**src/rtl/instr_fetch.sv**
```systemverilog
// -----------------------------------------------------------------------------
// instr_fetch
//   Fetch/decode sequencer in front of the execution unit. Reads opcode and
//   optional operand bytes from an 8-bit program memory, presents each valid
//   instruction for exactly one clock, stretches sleep instructions and stops
//   for good on 0xFF.
//
// Ports
//   clk      in   system clock, everything on posedge
//   reset    in   synchronous active-high reset
//   run      in   1 = fetch and issue, 0 = stop at the next instruction boundary
//   pm_addr  out  program memory address (holds when pm_rd = 0)
//   pm_rd    out  program memory read strobe, data returns one cycle later
//   pm_data  in   program memory read data
//   stall    in   execution unit busy, blocks issue while 1
//   code     out  opcode, 0x00 outside the issue cycle
//   in_data  out  operand, 0x00 for one-byte opcodes and outside issue
//   rd       out  1 in the issue cycle of load_rom (0x01)
//   wr       out  1 in the issue cycle of out_rom (0x03)
//   issue    out  1 in the cycle code/in_data/rd/wr are valid
//   halted   out  1 while halted
//   bad_op   out  sticky undefined-opcode flag, cleared only by reset
//
// States
//   state        | meaning
//   S_IDLE       | waiting for run
//   S_FETCH_OP   | pm_rd high for the opcode byte at pc
//   S_DECODE     | opcode on pm_data, classify it, pc += 1
//   S_FETCH_ARG  | pm_rd high for the operand byte at pc
//   S_LATCH_ARG  | operand on pm_data, pc += 1
//   S_ISSUE      | instruction presented (issue=1) unless stalled
//   S_SLEEP      | post-sleep wait
//   S_HALT       | terminal, left only through reset
// -----------------------------------------------------------------------------
module instr_fetch #(
  parameter int          SLEEP_CYCLES = 10000,
  parameter logic [7:0]  PC_START     = 8'h00
) (
  input  logic       clk,
  input  logic       reset,
  input  logic       run,
  output logic [7:0] pm_addr,
  output logic       pm_rd,
  input  logic [7:0] pm_data,
  input  logic       stall,
  output logic [7:0] code,
  output logic [7:0] in_data,
  output logic       rd,
  output logic       wr,
  output logic       issue,
  output logic       halted,
  output logic       bad_op
);

  // The sleep wait is measured from the sleep issue cycle: the next opcode
  // fetch lands exactly SLEEP_CYCLES cycles after it. The issue cycle itself
  // is the first of those, so the SLEEP state lasts SLEEP_CYCLES-1 cycles and
  // is skipped entirely when SLEEP_CYCLES is 1.
  localparam int              CNT_W      = (SLEEP_CYCLES > 2) ? $clog2(SLEEP_CYCLES) : 1;
  localparam logic [CNT_W-1:0] SLEEP_LOAD = (SLEEP_CYCLES > 1) ? CNT_W'(SLEEP_CYCLES - 2) : '0;
  localparam bit              SLEEP_SKIP = (SLEEP_CYCLES <= 1);

  localparam logic [7:0] OP_NOP      = 8'h00;
  localparam logic [7:0] OP_LOAD_ROM = 8'h01;
  localparam logic [7:0] OP_LOAD_NUM = 8'h02;
  localparam logic [7:0] OP_OUT_ROM  = 8'h03;
  localparam logic [7:0] OP_CLR      = 8'h04;
  localparam logic [7:0] OP_INC      = 8'h05;
  localparam logic [7:0] OP_SLEEP    = 8'h0A;
  localparam logic [7:0] OP_DEC      = 8'h0C;
  localparam logic [7:0] OP_OUT      = 8'h0D;
  localparam logic [7:0] OP_HALT     = 8'hFF;

  typedef enum logic [2:0] {
    S_IDLE,
    S_FETCH_OP,
    S_DECODE,
    S_FETCH_ARG,
    S_LATCH_ARG,
    S_ISSUE,
    S_SLEEP,
    S_HALT
  } state_t;

  state_t           state, state_n;
  logic [7:0]       pc, pc_n;
  logic [7:0]       op_q, op_n;
  logic [7:0]       arg_q, arg_n;
  logic [CNT_W-1:0] sleep_cnt, sleep_cnt_n;

  logic [7:0]       pm_addr_n;
  logic             pm_rd_n;
  logic [7:0]       code_n;
  logic [7:0]       in_data_n;
  logic             rd_n;
  logic             wr_n;
  logic             issue_n;
  logic             halted_n;
  logic             bad_op_n;

  function automatic logic is_two_byte(input logic [7:0] o);
    return (o == OP_LOAD_ROM) || (o == OP_LOAD_NUM) || (o == OP_OUT_ROM);
  endfunction

  function automatic logic is_one_byte(input logic [7:0] o);
    return (o == OP_CLR) || (o == OP_INC) || (o == OP_SLEEP) ||
           (o == OP_DEC) || (o == OP_OUT);
  endfunction

  always_comb begin
    state_n     = state;
    pc_n        = pc;
    op_n        = op_q;
    arg_n       = arg_q;
    sleep_cnt_n = sleep_cnt;
    bad_op_n    = bad_op;
    pm_addr_n   = pm_addr;

    case (state)
      S_IDLE: begin
        if (run) state_n = S_FETCH_OP;
      end

      S_FETCH_OP: begin
        state_n = S_DECODE;
      end

      S_DECODE: begin
        op_n  = pm_data;
        arg_n = 8'h00;
        pc_n  = pc + 8'd1;
        if (is_two_byte(pm_data)) begin
          state_n = S_FETCH_ARG;
        end else if (pm_data == OP_HALT) begin
          state_n = S_HALT;
        end else if (is_one_byte(pm_data)) begin
          state_n = S_ISSUE;
        end else begin
          // undefined opcode: flag it, skip it, keep going
          bad_op_n = 1'b1;
          state_n  = run ? S_FETCH_OP : S_IDLE;
        end
      end

      S_FETCH_ARG: begin
        state_n = S_LATCH_ARG;
      end

      S_LATCH_ARG: begin
        arg_n   = pm_data;
        pc_n    = pc + 8'd1;
        state_n = S_ISSUE;
      end

      S_ISSUE: begin
        // issue is the registered "presented this cycle" flag; until it has
        // been high once the instruction is still waiting on stall
        if (issue) begin
          if (op_q == OP_SLEEP && !SLEEP_SKIP) begin
            state_n     = S_SLEEP;
            sleep_cnt_n = SLEEP_LOAD;
          end else begin
            state_n = run ? S_FETCH_OP : S_IDLE;
          end
        end
      end

      S_SLEEP: begin
        if (sleep_cnt == '0) begin
          state_n = run ? S_FETCH_OP : S_IDLE;
        end else begin
          sleep_cnt_n = sleep_cnt - CNT_W'(1);
        end
      end

      S_HALT: begin
        state_n = S_HALT;
      end

      default: begin
        state_n = S_IDLE;
      end
    endcase

    // All outputs are registered, so they are derived from the next state.
    pm_rd_n = (state_n == S_FETCH_OP) || (state_n == S_FETCH_ARG);
    if (pm_rd_n) pm_addr_n = pc_n;

    // stall sampled on the edge into (or while holding) ISSUE decides
    // whether the following cycle carries the instruction
    issue_n   = (state_n == S_ISSUE) && !stall;
    code_n    = issue_n ? op_n : OP_NOP;
    in_data_n = issue_n ? arg_n : 8'h00;
    rd_n      = issue_n && (op_n == OP_LOAD_ROM);
    wr_n      = issue_n && (op_n == OP_OUT_ROM);
    halted_n  = (state_n == S_HALT);
  end

  always_ff @(posedge clk) begin
    if (reset) begin
      state     <= S_IDLE;
      pc        <= PC_START;
      op_q      <= 8'h00;
      arg_q     <= 8'h00;
      sleep_cnt <= '0;
      pm_addr   <= PC_START;
      pm_rd     <= 1'b0;
      code      <= 8'h00;
      in_data   <= 8'h00;
      rd        <= 1'b0;
      wr        <= 1'b0;
      issue     <= 1'b0;
      halted    <= 1'b0;
      bad_op    <= 1'b0;
    end else begin
      state     <= state_n;
      pc        <= pc_n;
      op_q      <= op_n;
      arg_q     <= arg_n;
      sleep_cnt <= sleep_cnt_n;
      pm_addr   <= pm_addr_n;
      pm_rd     <= pm_rd_n;
      code      <= code_n;
      in_data   <= in_data_n;
      rd        <= rd_n;
      wr        <= wr_n;
      issue     <= issue_n;
      halted    <= halted_n;
      bad_op    <= bad_op_n;
    end
  end

endmodule

```
**config.mk**
```make
export PLATFORM = sky130hd
export DESIGN_NAME = instr_fetch
export DESIGN_NICKNAME = d
export VERILOG_FILES = /design/src/rtl/instr_fetch.sv
export SDC_FILE = /design/constraint.sdc
export NUM_CORES = 1
export LEC_CHECK = 0
export BUFFER_PORTS_ARGS = -buffer_cell sky130_fd_sc_hd__clkbuf_2
export CAP_MARGIN = 20
export CORE_AREA = 4 4 74 76
export CTS_BUF_LIST = sky130_fd_sc_hd__clkbuf_4
export DETAILED_ROUTE_END_ITERATION = 8
export DIE_AREA = 0 0 78 80
export PLACE_DENSITY_LB_ADDON = 0.08
export SLEW_MARGIN = 20
export SYNTH_ARGS = -nofsm -noshare
export SYNTH_HDL_FRONTEND = slang
export SYNTH_SLANG_ARGS = --single-unit
```
**constraint.sdc**
```tcl
create_clock -name clk -period 4.4 [get_ports clk]
set_input_delay 0 -clock clk [delete_from_list [all_inputs] [get_ports clk]]
set_output_delay 0 -clock clk [all_outputs]
set_load 0.005 [all_outputs]
```
* Yosys cells after proc, flatten, opt, wreduce, memory -nomap -nowiden *
Index checks and enable logic that the tools add are counted.
Widths: inputs -> output; s select.

storage, ports and cells
  logic and storage cells = 80
  flip-flop bits (word level) = 71

operators by class
  reduce and logical (&&, ||, !) cells = 18
  bitwise operators = 4
  add/sub/neg operators = 2
  equality and inequality tests = 26
  multiplexer cells = 16

operators with widths
  kind                   number
  $mux 14                3
  $eq 8x4->1 const B     4
  $pmux 14 s2            1
  $eq 8x2->1 const B     3
  $pmux 3 s8             1
  $mux 3                 7
  $eq 3x3->1 const B     6
  $eq 8x1->1 const B     2
  $eq 8x3->1 const B     2
  $mux 8                 2
  $pmux 8 s2             1
  $logic_not 14->1       1
  $sub 14x1->14 const B  1
  $eq 3x2->1 const B     3
  $add 8x1->8 const B    1
  $eq 8x8->1 const B     1
  $reduce_and 4->1       2
  $logic_or 1x1->1       7
  $eq 3x1->1 const B     2
  $ne 2x2->1 const B     3
  $not 1->1              4
  $reduce_or 2->1        2
  $logic_and 1x1->1      3
  $logic_not 3->1        1
  other kinds (3)        3

* Longest topological paths before layout *
  word-level depth = 13
  gate-level depth with buffers = 9
  mapped depth without buffers = 8

* Worst setup path after synthesis *
Ideal clock, no wire load.

  path type = register to register
  from = register sleep_cnt[6]
  to = register code[0]
  buffers on the path = 1
  required time = 4.341 ns
  arrival time = 2.037 ns
  slack = 2.304 ns
  stages on the path, launching flop included = 8
  path through = dfxtp_1 -> or3_4 -> and4bb_2 -> nand3_1 -> a31o_1 -> nor4b_4 -> buf_6 -> and2_1

between the ends
  longest elaborated chain between the ends = 7

ends and longest elaborated chain
  what                              RTL line  text
  start, declared                   89        logic [CNT_W-1:0] sleep_cnt, sleep_cnt_n;
  start signal, assigned            220       sleep_cnt <= sleep_cnt_n;
  $logic_not 14->1                  169       if (sleep_cnt == '0) begin
  $mux 3                            169
  $pmux 3 s8                        119       case (state)
  $eq 3x3->1                        191       issue_n = (state_n == S_ISSUE) && !stall;
  $logic_and 1x1->1                 191
  $not 1->1 (no source line)        -
  $reduce_or 2->1 (no source line)  -
  end signal, assigned              223       code <= code_n;
  end, declared                     46        output logic [7:0] code,

No other way between the ends.
A chain may end at the register's enable or synchronous reset.

* Worst setup path in the final report *
  from = register state[1]
  to = register rd

between the ends
  longest elaborated chain between the ends = 5
  elaborated cells between the ends (all ways) = 17

ends and longest elaborated chain
  what                                RTL line  text
  start, declared                     85        state_t state, state_n;
  start signal, assigned              216       state <= state_n;
  $eq 3x3->1 (tied with other cells)  119
  $pmux 3 s8                          119
  $eq 3x3->1                          191
  $logic_and 1x1->1                   191
  $logic_and 1x1->1 (*)               194       rd_n = issue_n && (op_n == OP_LOAD_ROM);
  end signal, assigned                225       rd <= rd_n;
  end, declared                       48        output logic rd,

Every way passes the cells marked *; elsewhere a longest branch is shown, timed or not.

==> qor.yml <==
endpoint_kind: "register"
cp_slowest_cell: "nor4b_4"
grt_pass1_wl_microns: 10500
critPathTopFamily: "simple AND/OR/NAND/NOR gates"
path_class: "register to register"
fp.dieW_microns: 78
p_clk_frac: 0.350
post-route-cell-area_sq_um: 3420
final_cells: 435
clkTransAtPathRegs_ns: 0.11
fillers: 353
synth.most_common_cell: "dfxtp_1"
drt_first_pass_iters: 4
netlist_area_sq_um: 2960
root_buffer: "clkbuf_4"
worst_pin_slew_ns: 0.891
cts_tree: "yes"
synth_seq_area_share: 0.480
dpl-instance-area_sq_um: 3190
pin_count: 42
initial_utilization: 0.628
p_per_area_nw_per_um2: 387
n_antenna_cell: 0
die_area_sq_um: 6240
cts_buffers: 9
cts_resized: 0
timing.rr.start: "state[1]"
totalWireLength_microns: 6110
drt_iter0_drc: 161
final_hold_viol_count: 0
synth_largest_area_cell: "dfxtp_1"
post_cts_buffers: 0
ys_ff_latch: 71
port_buffers: 41
gp_congestion: 0.794
power_uw: 1320
holdPathStages: 3
async_reset_ff_frac: 0
grt_overflow_total: 0
total_leakage_power_uw: 0.00139
fp.dieH_microns: 80
timing.rr.end: "rd"
grt.total_usage: 0.214
worstSkewPairLatency_ns: 0.42
r2r_slack_ns: 1.46
drv_slew: 0
grt_pass1_vias: 2189
wl_met1_microns: 2840
timing.critical_path.from: "state[1]"
cp_cell_sequence: "and2b_1, nor2b_1, o31ai_1, a31o_1, nor4b_4, and4b_1"
synth_edf_count: 0
grt_max_degree: 47
fin_crit_sh: 0.668
fin_util: 0.723
htreeDepth: 3
status: "finished, final reports clean"
p_sw_frac: 0.265
switching_power_uw: 350
maxSlewHeadroom: 0.406
vias: 2395
synth_nets: 333
fmax_mhz: 340
cp_data_required_time_ns: 4.77
path_max_fanout: 19
cts_sinks: 71
place_inst: 412
postRouteAntennaNets: 0
arrival_ns: 3.31
vdd_drop_max_v: 0.000309
p_int_uw: 971
cts_buffer_depth: 2
via_per_inst: 5.51
p_seq_frac: 0.523
place_hpwl_microns: 4040
worst_setup_path_start_kind: "register"
routed.top_layer: "met4"
syn_to_final_growth_pct: 15.3
drive_gt1_frac: 0.204
holdBufCountCts: 7
drc: 0
period_minus_slack_ns: 2.94
ys_warn_count: 0
synthTopCellsByCount: "dfxtp_1 (71), nor2_1 (40), nand2_1 (25), and2_1 (17), xor2_1 (16)"
setup_viol: 0
comb_power_share: 0.126
max-cap-violations: 0
path_depth: 6
ff2ff_path_depth: 6
rsz0062_at_grt: "no"
postSynthCellCount: 318
dr_wl_met2_microns: 2880
synth.top_cell.area_share: 0.480
wl_met3_microns: 316
antenna_found_initial: 0
std_cell_rows: 25
core_area_sq_um: 4720
hold_path_class: "input port to register"
finalNetCount: 378
slowest_delay_ns: 0.71
syn_area_per_cell_sq_um: 9.32
synthTopCellsByArea: "dfxtp_1 (48%), nor2_1 (5.1%), xor2_1 (4.7%)"
drt-wirelength-per-cell_microns: 14.0
synth_ff_type: "dfxtp_1"
crit_end: "rd"
clock_skew_ns: 0.0181
ys_types: 46
crit_buf_inv: 0
fin_setup_tns_ns: 0
layer usage:
| metal | vias up | track usage |
|---|---|---|
| met5 | - | 0 |
| met4 | 0 | 0.0734 |
| met3 | 9 | 0.0598 |
| met2 | 58 | 0.335 |
| met1 | 1124 | 0.283 |
| li1 | 1204 | - |
area by class of cell:
type	count	area, sq um	share of cell area
Multi-Input combinational cell	229	1460	0.427
Sequential cell	71	1420	0.416
Clock buffer	10	75.1	0.0220
Tap cell	67	83.8	0.0245
Timing Repair Buffer	49	283	0.0828
Clock inverter	6	85.1	0.0249
Inverter	3	11.3	0.00330
state kept, by name, summed over array words and instances, names as in the netlist, 3 cells and up:
signal / flops
sleep_cnt: 14
arg_q: 8
code: 8
in_data: 8
op_q: 8
pc: 8
pm_addr: 8
state: 3
per-stage QoR:
stage          setup WS, ns  hold slack (ns)
2_1_floorplan          2.30            0.148
3_3_place_gp           1.59            0.336
3_5_place_dp           1.49            0.335
4_1_cts                1.48           0.0253
5_1_grt                1.19           0.0545
6_report               1.46           0.0337
cell usage in the layout, fill, tap and decap left out, types with 3 or more instances in the layout:
cell	n
nor3_1	6
and2_1	17
nor2_1	40
a22o_1	8
clkbuf_2	41
dfxtp_1	71
nand2_1	25
nor2b_1	14
xnor2_1	5
nand2b_1	5
dlygate4sd3_1	7
a21oi_1	14
ha_1	3
inv_1	3
o21ai_0	4
a22oi_1	8
nand3_1	12
and3_1	4
nor4_1	7
mux2_2	8
xor2_1	16
nand4_1	5
nor4b_1	3
clkbuf_4	10
worst register-to-register path: cells and delay by family, from the launching register on:
kind	cells	cell delay, ns
compound gates	2	0.43
simple gates	4	1.84
flops	1	0.64
power groups by stage:
stage / Combinational [uW] / Sequential [uW] / Clock, uW
6_report: 167 / 692 / 463
3_3_place_gp: 159 / 704 / 0
4_1_cts: 167 / 691 / 467
2_1_floorplan: 141 / 692 / 0
5_1_grt: 187 / 696 / 503
3_5_place_dp: 161 / 706 / 0
worst min-delay path by stage:
stage                          start  endpoint
after global placement    pm_data[7]   op_q[7]
after detailed placement  pm_data[7]   op_q[7]
after global routing      pm_data[1]        rd
final                     pm_data[1]   op_q[1]
after CTS                 pm_data[1]   op_q[1]
after floorplan           pm_data[2]   op_q[2]
kinds of logic after synthesis:
group,share of synthesized area
simple gates,0.280
compound gates,0.103
fa+ha+maj,0.0127
flops,0.480
buf+inv,0.0287
mux,0.0338
xor+xnor,0.0620
No activity file was read; power rests on OpenSTA's default activity.
